===== config.mk =====
export PLATFORM = sky130hd
export DESIGN_NAME = char_writer
export DESIGN_NICKNAME = d
export VERILOG_FILES = /design/src/rtl/char_writer.sv
export SDC_FILE = /design/constraint.sdc
export NUM_CORES = 1
export LEC_CHECK = 0
export BUFFER_PORTS_ARGS = -buffer_cell sky130_fd_sc_hd__clkbuf_2
export CAP_MARGIN = 20
export CORE_UTILIZATION = 45
export DETAILED_ROUTE_END_ITERATION = 12
export SYNTH_ARGS = -nofsm -noshare
export SYNTH_HDL_FRONTEND = slang
export SYNTH_SLANG_ARGS = --single-unit

===== constraint.sdc =====
create_clock -name pclk -period 5.1 [get_ports pclk]
set_input_delay 1.02 -clock pclk [delete_from_list [all_inputs] [get_ports pclk]]
set_output_delay 1.02 -clock pclk [all_outputs]
set_load 0.03 [all_outputs]

===== src/rtl/char_writer.sv =====
// rtl/char_writer.sv - VT52-subset terminal writer feeding a 64x16 character buffer
// Tracks cursor and hardware scroll origin; clears run one cell per cycle with input stalled.
module char_writer #(
  parameter int         COLS_LOG2 = 6,
  parameter int         ROWS_LOG2 = 4,
  parameter logic [7:0] FILL_CHAR = 8'h20
) (
  input  logic                           pclk,
  input  logic                           clr,
  input  logic [7:0]                     in_data,
  input  logic                           in_valid,
  output logic                           in_ready,
  output logic [COLS_LOG2+ROWS_LOG2-1:0] buf_addr,
  output logic [7:0]                     buf_din,
  output logic                           buf_wen,
  output logic [COLS_LOG2-1:0]           cursor_x,
  output logic [ROWS_LOG2-1:0]           cursor_y,
  output logic [ROWS_LOG2-1:0]           first_row
);

  localparam int AW = COLS_LOG2 + ROWS_LOG2;
  localparam logic [COLS_LOG2-1:0] X_MAX    = '1;
  localparam logic [ROWS_LOG2-1:0] Y_MAX    = '1;
  localparam logic [AW-1:0]        CELL_MAX = '1;
  localparam logic [COLS_LOG2-1:0] TAB_MASK = COLS_LOG2'(7);

  typedef enum logic [2:0] {S_IDLE, S_ESC, S_ESCY_ROW, S_ESCY_COL, S_CLEAR} state_t;

  state_t               r_state, w_state_n;
  logic [COLS_LOG2-1:0] r_cx, w_cx_n;
  logic [ROWS_LOG2-1:0] r_cy, w_cy_n;
  logic [ROWS_LOG2-1:0] r_first, w_first_n;
  logic                 r_wen, w_wen_n;
  logic [AW-1:0]        r_addr, w_addr_n;
  logic [7:0]           r_din, w_din_n;
  logic                 r_ready;
  logic [7:0]           r_row, w_row_n;
  logic [AW-1:0]        r_cnt, w_cnt_n;
  logic [AW-1:0]        r_last, w_last_n;

  logic                 w_take;
  logic [ROWS_LOG2-1:0] w_phys_row;
  logic [ROWS_LOG2-1:0] w_clr_row;
  logic [COLS_LOG2-1:0] w_tab;
  logic [7:0]           w_col;

  assign w_take     = in_valid && (r_state != S_CLEAR);
  assign w_phys_row = r_cy + r_first;
  assign w_clr_row  = r_cnt[AW-1:COLS_LOG2] + r_first;
  assign w_tab      = r_cx | TAB_MASK;
  assign w_col      = in_data - 8'h20;

  always_ff @(posedge pclk or posedge clr) begin
    if (clr) begin
      r_state <= S_IDLE;
      r_cx    <= '0;
      r_cy    <= '0;
      r_first <= '0;
      r_wen   <= 1'b0;
      r_addr  <= '0;
      r_din   <= '0;
      r_ready <= 1'b1;
      r_row   <= '0;
      r_cnt   <= '0;
      r_last  <= '0;
    end else begin
      r_state <= w_state_n;
      r_cx    <= w_cx_n;
      r_cy    <= w_cy_n;
      r_first <= w_first_n;
      r_wen   <= w_wen_n;
      r_addr  <= w_addr_n;
      r_din   <= w_din_n;
      r_ready <= (w_state_n != S_CLEAR);
      r_row   <= w_row_n;
      r_cnt   <= w_cnt_n;
      r_last  <= w_last_n;
    end
  end

  always_comb begin
    w_state_n = r_state;
    w_cx_n    = r_cx;
    w_cy_n    = r_cy;
    w_first_n = r_first;
    w_wen_n   = 1'b0;
    w_addr_n  = r_addr;
    w_din_n   = r_din;
    w_row_n   = r_row;
    w_cnt_n   = r_cnt;
    w_last_n  = r_last;
    case (r_state)
      S_IDLE: begin
        if (w_take) begin
          if (in_data >= 8'h20 && in_data <= 8'h7E) begin
            w_wen_n  = 1'b1;
            w_addr_n = {w_phys_row, r_cx};
            w_din_n  = in_data;
            if (r_cx != X_MAX) w_cx_n = r_cx + 1'b1;
          end else begin
            case (in_data)
              8'h0D: w_cx_n = '0;
              8'h08: if (r_cx != '0) w_cx_n = r_cx - 1'b1;
              8'h09: w_cx_n = (w_tab == X_MAX) ? X_MAX : w_tab + 1'b1;
              8'h0A: begin
                if (r_cy != Y_MAX) begin
                  w_cy_n = r_cy + 1'b1;
                end else begin
                  // Scroll: the old top row becomes the new bottom row and is blanked.
                  w_first_n = r_first + 1'b1;
                  w_cnt_n   = {Y_MAX, {COLS_LOG2{1'b0}}};
                  w_last_n  = CELL_MAX;
                  w_state_n = S_CLEAR;
                end
              end
              8'h1B:   w_state_n = S_ESC;
              default: ;
            endcase
          end
        end
      end
      S_ESC: begin
        if (w_take) begin
          w_state_n = S_IDLE;
          case (in_data)
            8'h41: if (r_cy != '0) w_cy_n = r_cy - 1'b1;
            8'h42: if (r_cy != Y_MAX) w_cy_n = r_cy + 1'b1;
            8'h43: if (r_cx != X_MAX) w_cx_n = r_cx + 1'b1;
            8'h44: if (r_cx != '0) w_cx_n = r_cx - 1'b1;
            8'h48: begin
              w_cx_n = '0;
              w_cy_n = '0;
            end
            8'h49: begin
              if (r_cy != '0) begin
                w_cy_n = r_cy - 1'b1;
              end else begin
                w_first_n = r_first - 1'b1;
                w_cnt_n   = '0;
                w_last_n  = {{ROWS_LOG2{1'b0}}, X_MAX};
                w_state_n = S_CLEAR;
              end
            end
            8'h4B: begin
              w_cnt_n   = {r_cy, r_cx};
              w_last_n  = {r_cy, X_MAX};
              w_state_n = S_CLEAR;
            end
            8'h4A: begin
              w_cnt_n   = {r_cy, r_cx};
              w_last_n  = CELL_MAX;
              w_state_n = S_CLEAR;
            end
            8'h59:   w_state_n = S_ESCY_ROW;
            default: ;
          endcase
        end
      end
      S_ESCY_ROW: begin
        if (w_take) begin
          w_row_n   = in_data - 8'h20;
          w_state_n = S_ESCY_COL;
        end
      end
      S_ESCY_COL: begin
        if (w_take) begin
          // Bytes below 0x20 wrap to large values and are rejected by the range checks.
          if (r_row <= 8'(Y_MAX)) w_cy_n = r_row[ROWS_LOG2-1:0];
          if (w_col <= 8'(X_MAX)) w_cx_n = w_col[COLS_LOG2-1:0];
          w_state_n = S_IDLE;
        end
      end
      S_CLEAR: begin
        w_wen_n  = 1'b1;
        w_addr_n = {w_clr_row, r_cnt[COLS_LOG2-1:0]};
        w_din_n  = FILL_CHAR;
        if (r_cnt == r_last) w_state_n = S_IDLE;
        else                 w_cnt_n   = r_cnt + 1'b1;
      end
      default: w_state_n = S_IDLE;
    endcase
  end

  assign in_ready  = r_ready;
  assign buf_addr  = r_addr;
  assign buf_din   = r_din;
  assign buf_wen   = r_wen;
  assign cursor_x  = r_cx;
  assign cursor_y  = r_cy;
  assign first_row = r_first;

endmodule

* Word-level counts from Yosys, hierarchy flattened
Index checks and enable logic that the tools add are counted.
Storage, ports and cells: output and inout bits 34, word-level logic and storage cells 153, bits in registers 65
Operators by class: equal/unequal tests 43, magnitude comparators 4, add/sub/neg operators 11, multiplexer cells 66, reductions and logical operators 18
Operator list (count):
- $mux W10 | 15
- $eq A8 B7 Y1 const B | 9
- $mux W4 | 15
- $pmux W10 S2 | 3
- $pmux W10 S3 | 2
- $pmux W6 S3 | 3
- $mux W6 | 8
- $eq A8 B4 Y1 const B | 4
- $mux W3 | 8
- $pmux W4 S3 | 2
- $ne A2 B2 Y1 const B | 11
- $reduce_and A9 Y1 | 2
- $mux W8 | 2
- $pmux W8 S2 | 1
- $reduce_and A8 Y1 | 2
- $ne A3 B3 Y1 const B | 5
- $pmux W3 S5 | 1
- $add A6 B1 Y6 const B | 2
- $add A10 B1 Y10 const B | 1
- $eq A10 B10 Y1 | 1
- $pmux W3 S3 | 1
- $add A4 B1 Y4 const B | 2
- $add A4 B4 Y4 | 2
- $eq A8 B5 Y1 const B | 1
- 30 further kinds | 39

* Longest topological paths before layout
depth in word-level cells 7, depth in mapped cells 13, mapped depth without buffers 10

* Least setup slack after synthesis
No wires, ideal clock.
path type input-to-reg, start point input in_data[4], end point register r_cy[2] (netlist: cursor_y[2]), path slack 2.277 ns, library setup time 0.127 ns, arrival 2.696 ns, required time 4.973 ns, stages on the path 7, cells stage by stage buf_6 -> or4b_1 -> buf_2 -> nor4_4 -> mux2_2 -> a31oi_1 -> o21ai_1
Between the ends: word-level cells in the longest chain between the ends 5, elaborated cells between the ends (all ways) 17, classes of those cells order compare (2); eq/ne (9); mux (3); reduce/logical (3)
RTL lines:
- start: declaration | line 10 | input logic [7:0] in_data,
- parallel branches: the longest is 5 deep, another holds $ge A8 B6 Y1
- end signal: assignment | line 69 | r_cy <= w_cy_n;
- end: declaration | line 31 | logic [ROWS_LOG2-1:0] r_cy, w_cy_n;
Several ways; the timed one is not identified. The select of a mux whose other input is x is not followed. A chain may end at the register's enable or synchronous reset.

* Worst setup path in the final report
start point input in_data[1], end point register r_addr[6] (netlist: buf_addr[6])
Between the ends: word-level cells in the longest chain between the ends 4, elaborated cells between the ends (all ways) 5, classes of those cells order compare (2); eq/ne (1); reduce/logical (2)
RTL lines:
- $ge A8 B6 Y1 / $le A8 B7 Y1 (equally long branches) | line 95 | if (in_data >= 8'h20 && in_data <= 8'h7E) begin
- $logic_and A1 B1 Y1 * | line 95
- $ne A2 B2 Y1 (no source line) *
- $reduce_and A3 Y1 (no source line) *
- end signal: assignment | line 72 | r_addr <= w_addr_n;
- end: declaration | line 34 | logic [AW-1:0] r_addr, w_addr_n;
Mark *: on every way between the ends. The rest lies on a longest branch, timed or not.

==> results.cfg <==
[placement]
port_buffers = 44
routabilityCongestion = 0.837
hpwl_mm = 8.03

[timing]
rsz0062_at_grt = false
setup_viol = 0
hold_viol = 0
slew_headroom_pct = 36.0
hold_slack_ns = 0.497
fin_worst_skew_ns = 0.00728
period_share_pct = 63.2
fmax_ghz = 0.310
finalMaxSlewViolations = 0
worst_pin_slew_ns = 0.958
fin_setup_tns_ns = 0
post-route-min-period_ns = 3.22

[yosys]
synthCells = 502
synth-compound-area-share_pct = 20.4
syn_area_um2 = 4280
yosys.area_share.xor_xnor_pct = 4.30
synthTopCellsByArea = dfrtp_1, a21oi_1, ha_1, o21ai_0, nor2_1
synth-edff-count = 0
muxShareOfSynthArea_pct = 6.63
yosys_warnings = 0
yosysSeqAreaShare_pct = 35.1
syn_nets = 531
yosysTopAreaCellShare_pct = 34.5
yosys_most_used_dff = dfrtp_1
ys_ff_latch = 60
synth_cell_type_count = 67
yosys.area_share.simple_pct = 21.7
yosys.area.top_type = dfrtp_1
syn_avg_cell_area_um2 = 8.53
synth_top_family_by_area = simple AND/OR/NAND/NOR gates
yosys.area_share.adder_pct = 5.61
synthArstFlopShare_pct = 100

[floorplan]
rows = 35
die_area_um2 = 9910
die_w_um = 99.5
fp.coreArea_um2 = 9240
io_pins = 45
die_y_um = 99.5
initial_utilization_pct = 46.3

[clock_network]
hold_buffers = 0
cts_resized = 0
root_buffer = clkbuf_8
cts.sinks = 60
cts_buffers = 9
cts_htree_levels = 3
cts_buffer_depth = 2
clock_latency_ns = 0.35
cts_tree = yes
clk_pin_slew_worst_paths_ns = 0.07
post_cts_buffers = 0

[power_and_ir_drop]
power.density_nw_per_um2 = 296
p_leak_nw = 2.16
peakVddDrop_v = 0.000149

[final_layout]
final_cell_mix = dfrtp_1, a21oi_1, clkbuf_2
drive_above_1_share_pct = 15.6
final_common_cell = dfrtp_1
diodes = 0
fin_nets = 548
syn_to_final_growth_pct = 10.1

[outcome]
status = finished, final reports clean

[critical_path]
crit_type = input pin to flip-flop
start_kind = input pin
worstPathArrival_ns = 3.45
startpoint = in_data[1]
worst-endpoint-required_ns = 5.33
end_kind = flip-flop
r2r_start = r_state[1]
critPathMaxFanout = 14

[routing]
vias = 3892
antenna_left = 0
via_per_inst = 5.96
drt-total-wl_mm = 11.6
wl_per_cell_um = 17.7
drc = 0
drt_iter0_drc = 255
firstDrtPassIters = 5

[global_route]
grt_pass1_vias = 3742
grt_first_pass_wirelength_mm = 19.3
grt_util_all_layers_pct = 25.0
grt_max_degree = 41
antenna_found_initial = 0
grt_overflow = 0

[min_path]
worstHoldPathType = flip-flop to flip-flop
min_from = buf_din[7]

[run]
cap_violations = 0
final cells by class:
cell class / count / area [um2]
Multi-Input combinational cell: 380 / 2510
Tap cell: 129 / 161
Clock buffer: 12 / 145
Fill cell: 891 / 4530
Clock inverter: 4 / 72.6
Sequential cell: 60 / 1500
Inverter: 21 / 78.8
Timing Repair Buffer: 47 / 243
worst max-delay path, cell delays in order:
cell	delay [ns]
clkbuf_2	0.21
nor2_1	0.37
a41oi_1	0.21
or2_1	0.34
nor3_4	0.79
nor2_2	0.18
mux2_2	0.32
state kept, by name (all words and copies together) (netlist names):
name,flops
buf_addr,10
r_cnt,10
buf_din,8
r_row,8
cursor_x,6
r_last,5
cursor_y,4
first_row,4
r_state,3
buf_wen,1
in_ready,1
cells in the mapped netlist, types with 3 or more instances:
library cell  count
a41oi_1           3
or3_1             4
nand2_1          33
a311oi_1          3
and3_1            8
buf_1             3
mux2_2           11
xor2_1            9
dfrtp_1          59
ha_1             16
nand2b_1          9
buf_2            11
inv_1            21
xnor2_1          12
buf_6             3
a21oi_1          44
o31ai_1           4
clkbuf_1         24
a31oi_1          11
nand4_1           4
nor2_1           43
nor4_1            5
nor2b_1           6
a2bb2oi_1         3
nor3_1            9
a22oi_1           6
mux2i_1          16
o21ai_1           3
or4_1             3
nand3_1          22
and4_1            3
and2_1            6
o21ai_0          38
o22ai_1           3
kinds of logic (layout without fill, tap and decap cells):
logic type / Yosys count / after routing
xor gates and xnor gates: 21 / 21
and+or+nand+nor: 172 / 172
adders and majority gates: 18 / 18
DFF: 60 / 60
buffers and inverters: 62 / 84
AOI/OAI and AO/OA: 142 / 142
muxes: 27 / 27
per-stage QoR:
step	setup slack [ns]	utilization, %	instances	area (um2)	power [W]
finish	1.88	51.0	653	4710	0.00139
global route	1.60	51.0	653	4710	0.00146
CTS	1.88	51.0	653	4710	0.00140
detailed placement	1.51	48.7	637	4500	0.000903
global placement	1.61	48.7	637	4500	0.000900
floorplan	2.28	-	502	4280	0.000807
path summary, 6_finish.rpt:
| kind | endpoint | slack, ns | cells after the start |
|---|---|---|---|
| setup / recovery | buf_addr[6] | 1.88 | 7 |
| hold / removal | buf_din[7] | 0.50 | 1 |
| setup reg to reg | buf_addr[9] | 1.89 | 10 |
| hold reg to reg | buf_din[7] | 0.50 | 1 |
| max in group asynchronous | buf_din[1] | 3.52 | 3 |
| min in group asynchronous | buf_din[6] | 0.66 | 2 |
where the power goes:
part | leakage [nW] | switching, W | internal (W)
logic | 1.27 | 0.000212 | 0.000106
clock network | 0.107 | 0.000210 | 0.000288
registers | 0.785 | 0.0000634 | 0.000514
metal layers:
metal	global-route usage, %	wire (um)
met5	0	0
met2	38.1	5390
met1	34.5	5220
met3	5.20	683
met4	10.6	289
No activity file was read; power rests on OpenSTA's default activity.
